File: config.mk
export PLATFORM = sky130hd
export DESIGN_NAME = comb_gates_4b_pairwise_arb
export DESIGN_NICKNAME = d
export VERILOG_FILES = /design/src/rtl/comb_gates_4b_pairwise_arb_pkg.sv /design/src/rtl/comb_gates_4b_pairwise_arb_gates.sv /design/src/rtl/comb_gates_4b_pairwise_arb.sv
export SDC_FILE = /design/constraint.sdc
export NUM_CORES = 1
export LEC_CHECK = 0
export CORE_MARGIN = 4
export CORE_UTILIZATION = 42
export CTS_CLUSTER_SIZE = 20
export DETAILED_ROUTE_END_ITERATION = 8
export PLACE_DENSITY = 0.77
export SETUP_SLACK_MARGIN = 0.4
export SYNTH_ARGS = -nofsm -noshare
export SYNTH_HDL_FRONTEND = slang
export SYNTH_SLANG_ARGS = --single-unit
File: constraint.sdc
create_clock -name clk -period 2.35 [get_ports clk]
set_clock_uncertainty 0.05 [all_clocks]
set_input_delay 0.235 -clock clk [delete_from_list [all_inputs] [get_ports clk]]
set_output_delay 0.235 -clock clk [all_outputs]
set_load 0.01 [all_outputs]
File: src/rtl/comb_gates_4b_pairwise_arb_pkg.sv
// Shared types for the arbitrated 4-bit pairwise-gates unit.
package comb_gates_4b_pairwise_arb_pkg;

  localparam int unsigned NREQ_MAX = 8;

  typedef logic [3:0] gates_in_t;

  typedef struct packed {
    logic [2:0] g_and;
    logic [2:0] g_or;
    logic [2:0] g_xnor;
  } gates_out_t;

  typedef enum logic {StEmpty, StFull} buf_state_e;

endpackage

File: src/rtl/comb_gates_4b_pairwise_arb_gates.sv
// Purely combinational pairwise gates over adjacent bits of a 4-bit operand.
module comb_gates_4b_pairwise
  import comb_gates_4b_pairwise_arb_pkg::*;
(
  input  gates_in_t  operand,
  output gates_out_t result
);

  always_comb begin
    result = '0;
    for (int k = 0; k < 3; k++) begin
      result.g_and[k]  = operand[k] & operand[k+1];
      result.g_or[k]   = operand[k] | operand[k+1];
      result.g_xnor[k] = ~(operand[k] ^ operand[k+1]);
    end
  end

endmodule

File: src/rtl/comb_gates_4b_pairwise_arb.sv
// Round-robin shares one pairwise-gates unit among NREQ requesters; the result lands in a
// single-entry response buffer with val/rdy handshake.
module comb_gates_4b_pairwise_arb
  import comb_gates_4b_pairwise_arb_pkg::*;
#(
  parameter int unsigned NREQ = 2,
  parameter int unsigned IDW  = 1
) (
  input  logic              clk,
  input  logic              reset,
  input  logic [NREQ-1:0]   req_val,
  output logic [NREQ-1:0]   req_rdy,
  input  logic [4*NREQ-1:0] req_in_,
  output logic              resp_val,
  input  logic              resp_rdy,
  output logic [IDW-1:0]    resp_id,
  output logic [2:0]        resp_and,
  output logic [2:0]        resp_or,
  output logic [2:0]        resp_xnor
);

  buf_state_e     state_q, state_d;
  logic [IDW-1:0] ptr_q, ptr_d;
  logic [IDW-1:0] id_q;
  gates_out_t     data_q;

  logic           can_accept;
  logic           any_req;
  logic           grant_any;
  logic [IDW-1:0] win;
  logic [4:0]     scan_sum;
  logic [IDW-1:0] scan_idx;
  gates_in_t      mux_in;
  gates_out_t     gates_res;

  // Accept a new operand when empty, or when the current one leaves this cycle.
  assign can_accept = (state_q == StEmpty) | resp_rdy;

  always_comb begin
    any_req  = 1'b0;
    win      = '0;
    scan_sum = '0;
    scan_idx = '0;
    for (int j = 0; j < NREQ; j++) begin
      scan_sum = 5'(ptr_q) + 5'(j);
      scan_idx = IDW'(scan_sum % 5'(NREQ));
      if (!any_req && req_val[scan_idx]) begin
        any_req = 1'b1;
        win     = scan_idx;
      end
    end
  end

  // Reset term keeps grants off while reset is held low.
  assign grant_any = reset && can_accept && any_req;

  always_comb begin
    req_rdy = '0;
    if (grant_any) req_rdy[win] = 1'b1;
  end

  always_comb begin
    mux_in = '0;
    for (int i = 0; i < NREQ; i++) begin
      if (win == IDW'(i)) mux_in = req_in_[4*i +: 4];
    end
  end

  comb_gates_4b_pairwise u_gates (
    .operand (mux_in),
    .result  (gates_res)
  );

  always_comb begin
    state_d = state_q;
    ptr_d   = ptr_q;
    if (grant_any) begin
      state_d = StFull;
      ptr_d   = IDW'((5'(win) + 5'd1) % 5'(NREQ));
    end else if (resp_rdy) begin
      state_d = StEmpty;
    end
  end

  always_ff @(posedge clk) begin
    if (!reset) begin
      state_q <= StEmpty;
      ptr_q   <= '0;
      id_q    <= '0;
      data_q  <= '0;
    end else begin
      state_q <= state_d;
      ptr_q   <= ptr_d;
      if (grant_any) begin
        id_q   <= win;
        data_q <= gates_res;
      end
    end
  end

  assign resp_val  = (state_q == StFull);
  assign resp_id   = id_q;
  assign resp_and  = data_q.g_and;
  assign resp_or   = data_q.g_or;
  assign resp_xnor = data_q.g_xnor;

endmodule

==> results.cfg <==
[outcome]
outcome = complete, no violations

[timing]
timing.slew.headroom_pct = 80.4
worst_slew_pin_slew_ns = 0.292
setup-violations-final = 0
fin_setup_tns_ns = 0
post-route-min-period_ns = 1.71
grt_setup_unrepaired = false
fmax_mhz = 586
finalHoldViolCount = 0
min_period_over_period_pct = 72.6
slew_viol_final = 0

[power]
power_density_nw_per_um2 = 518
internal_power_uw = 366
combinationalPowerShare_pct = 30.3
power.clock.fraction_pct = 24.3
static_leakage_uw = 0.000384
vdd_ir_drop_max_mv = 0.351
seq_power_share_pct = 45.4
power.share.switching_pct = 27.8
sw_pwr_uw = 141

[floorplan]
pin_count = 26
die-area_um2 = 2310
placeableCoreArea_um2 = 1510
row_count = 14
starting_density_of_the_core_pct = 44.8
dieHeight_um = 48.1
die_w_um = 48.1

[cts]
cts_tree = yes
tritoncts_num_sinks = 12
cts.root.buffer_cell = clkbuf_4
clk_transition_reported_paths_ns = 0.07
cts_resized = 4
clock_path_buffers = 2
cts-buffers-inserted = 3
cts_hold_repair.buffers = 0
clk-insertion-delay-late_ns = 0.26
postCtsSetupBuffers = 0
htreeDepth = 1

[grt]
antenna_found_initial = 0
grt_util_all_layers_pct = 15.8
globalRoute.busiestLayer = met2
grtUsageMet3_pct = 4.51
global_route.usage.met2_pct = 27.4
first_global_vias = 609
grt_pass1_wl_um = 2520
grt_max_degree = 15
gr-usage-met1_pct = 17.9
grt_remaining_overflow = 0

[final_layout]
final_nets = 119
fraction_of_layout_instances_using_a_drive_strength_above_1_pct = 19.8
area_of_combinational_cells_with_multiple_inputs_um2 = 408
final_util_pct = 65.0
layout_common_cells = clkdlybuf4s50_1 (22), dfxtp_1 (12), mux2_2 (6), a211oi_1 (6), buf_4 (5)
areaGrowthSynthToFinish_pct = 45.1
most_common_library_cell_in_the_layout_ignoring_fill_and_taps = clkdlybuf4s50_1
layout.filler_cells = 132
insertedDiodeCount = 0
register_area_um2 = 240

[worst_hold_path]
timing.hold.worst.class = reg2reg

[route]
first_pass_iters = 4
detailroute.via_count = 676
antenna_violating_nets_post_route = 0
routed_via_density = 5.78
drtIter0Drc = 12
detailed_route_wire_length_um = 1640
drcViolationCount = 0
wl_per_cell_um = 14.0

[synthesis]
synthesis.area_um2 = 674
seq_area_frac_synth_pct = 35.6
postSynthCellCount = 73
synthesis.nets = 89
yosys_register_bits = 12
synth_cell_type_count = 25
post_synth.cell_area_avg_um2 = 9.24
yosys_warnings = 0

[run]
maxCapViolations = 0

[setup_path]
critical_path_class = in2reg
worstPathRequired_ns = 2.48
start_kind = input pin
r2r_setup_slack_ns = 0.71
arrival_ns = 1.83
end_kind = register
cp_max_fo = 11

[placement]
placement.io_buffers = 25
routabilityCongestion = 0.779
post-dp-hpwl_um = 1260
[Yosys cell counts]
| cell | count | area (um2) |
|---|---|---|
| o211ai_1 | 3 | 22.5 |
| nand2b_1 | 2 | 12.5 |
| mux2_2 | 6 | 67.6 |
| nand2_1 | 3 | 11.3 |
| a311oi_1 | 1 | 8.76 |
| a211oi_1 | 6 | 45.0 |
| nand4_1 | 3 | 18.8 |
| a31oi_1 | 4 | 25.0 |
| buf_4 | 2 | 15.0 |
| and2b_1 | 1 | 7.51 |
| nor2_2 | 1 | 6.26 |
| nand2_2 | 1 | 6.26 |
| nor2_1 | 4 | 15.0 |
| nand3_1 | 1 | 5.00 |
| buf_2 | 3 | 15.0 |
| nand3_2 | 1 | 10.0 |
| ha_1 | 3 | 37.5 |
| and3_1 | 3 | 18.8 |
| inv_2 | 1 | 3.75 |
| o21ai_0 | 3 | 15.0 |
| nor3_4 | 1 | 16.3 |
| o31ai_1 | 4 | 30.0 |
| or2_1 | 1 | 6.26 |
| a21oi_1 | 3 | 15.0 |
| dfxtp_1 | 12 | 240 |
[cells by family (layout without fill, tap and decap cells)]
kind of cell    after synthesis  in the layout  share of synthesized area [%]
compound gates               24             24                           23.9
fa+ha+maj                     3              3                           5.57
buf+inv                       6             34                           5.01
flops                        12             12                           35.6
mux                           6              6                           10.0
simple gates                 22             22                           19.9
[worst paths after layout]
kind                                  from                         to  cells past startpoint
setup / recovery                req_val[1]  resp_xnor[1]$_SDFFE_PN0P_                      6
hold / removal    resp_and[2]$_SDFFE_PN0P_   resp_and[2]$_SDFFE_PN0P_                      2
setup reg to reg        ptr_q$_SDFFE_PN0P_  resp_xnor[1]$_SDFFE_PN0P_                      5
hold reg to reg   resp_and[2]$_SDFFE_PN0P_   resp_and[2]$_SDFFE_PN0P_                      2
[power groups by stage]
stage               clock (uW)  combinational [uW]  sequential, uW
floorplan                    0                69.0             242
global placement             0                 151             234
global route               138                 169             232
finish                     123                 153             230
CTS                        130                 155             230
detailed placement           0                 154             235
[area by class of cell]
class	instances	share of cell area (%)
sequential	12	24.6
tap	16	2.05
timing repair buffer	30	29.0
multi-input combinational	55	41.7
clock buffer	3	2.30
inverter	1	0.384
[state kept, by name (all words and copies together) (netlist names)]
name	count
resp_and	3
resp_or	3
resp_id	1
resp_xnor	3
ptr_q	1
resp_val	1
[stage by stage]
stage	power, uW	instance area, um2	std cells	hold WS [ns]	setup slack (ns)
after detailed placement	388	952	114	0.401	0.273
after global routing	539	978	117	0.456	0.581
final	507	978	117	0.417	0.644
after floorplan	311	674	73	0.368	0.735
after CTS	515	978	117	0.424	0.642
after global placement	386	952	114	0.402	0.286
[critical path, stage by stage]
cell and delay [ns]:
clkdlybuf4s50_1 0.41, buf_4 0.18, nand2_2 0.14, mux2_2 0.35, ha_1 0.30, a211oi_1 0.21
[routing by layer]
metal	wire (um)	up-vias
li1	-	335
met5	0	-
met2	812	23
met3	113	2
met1	700	316
met4	9	0
Power figures use the tool's default switching activity.
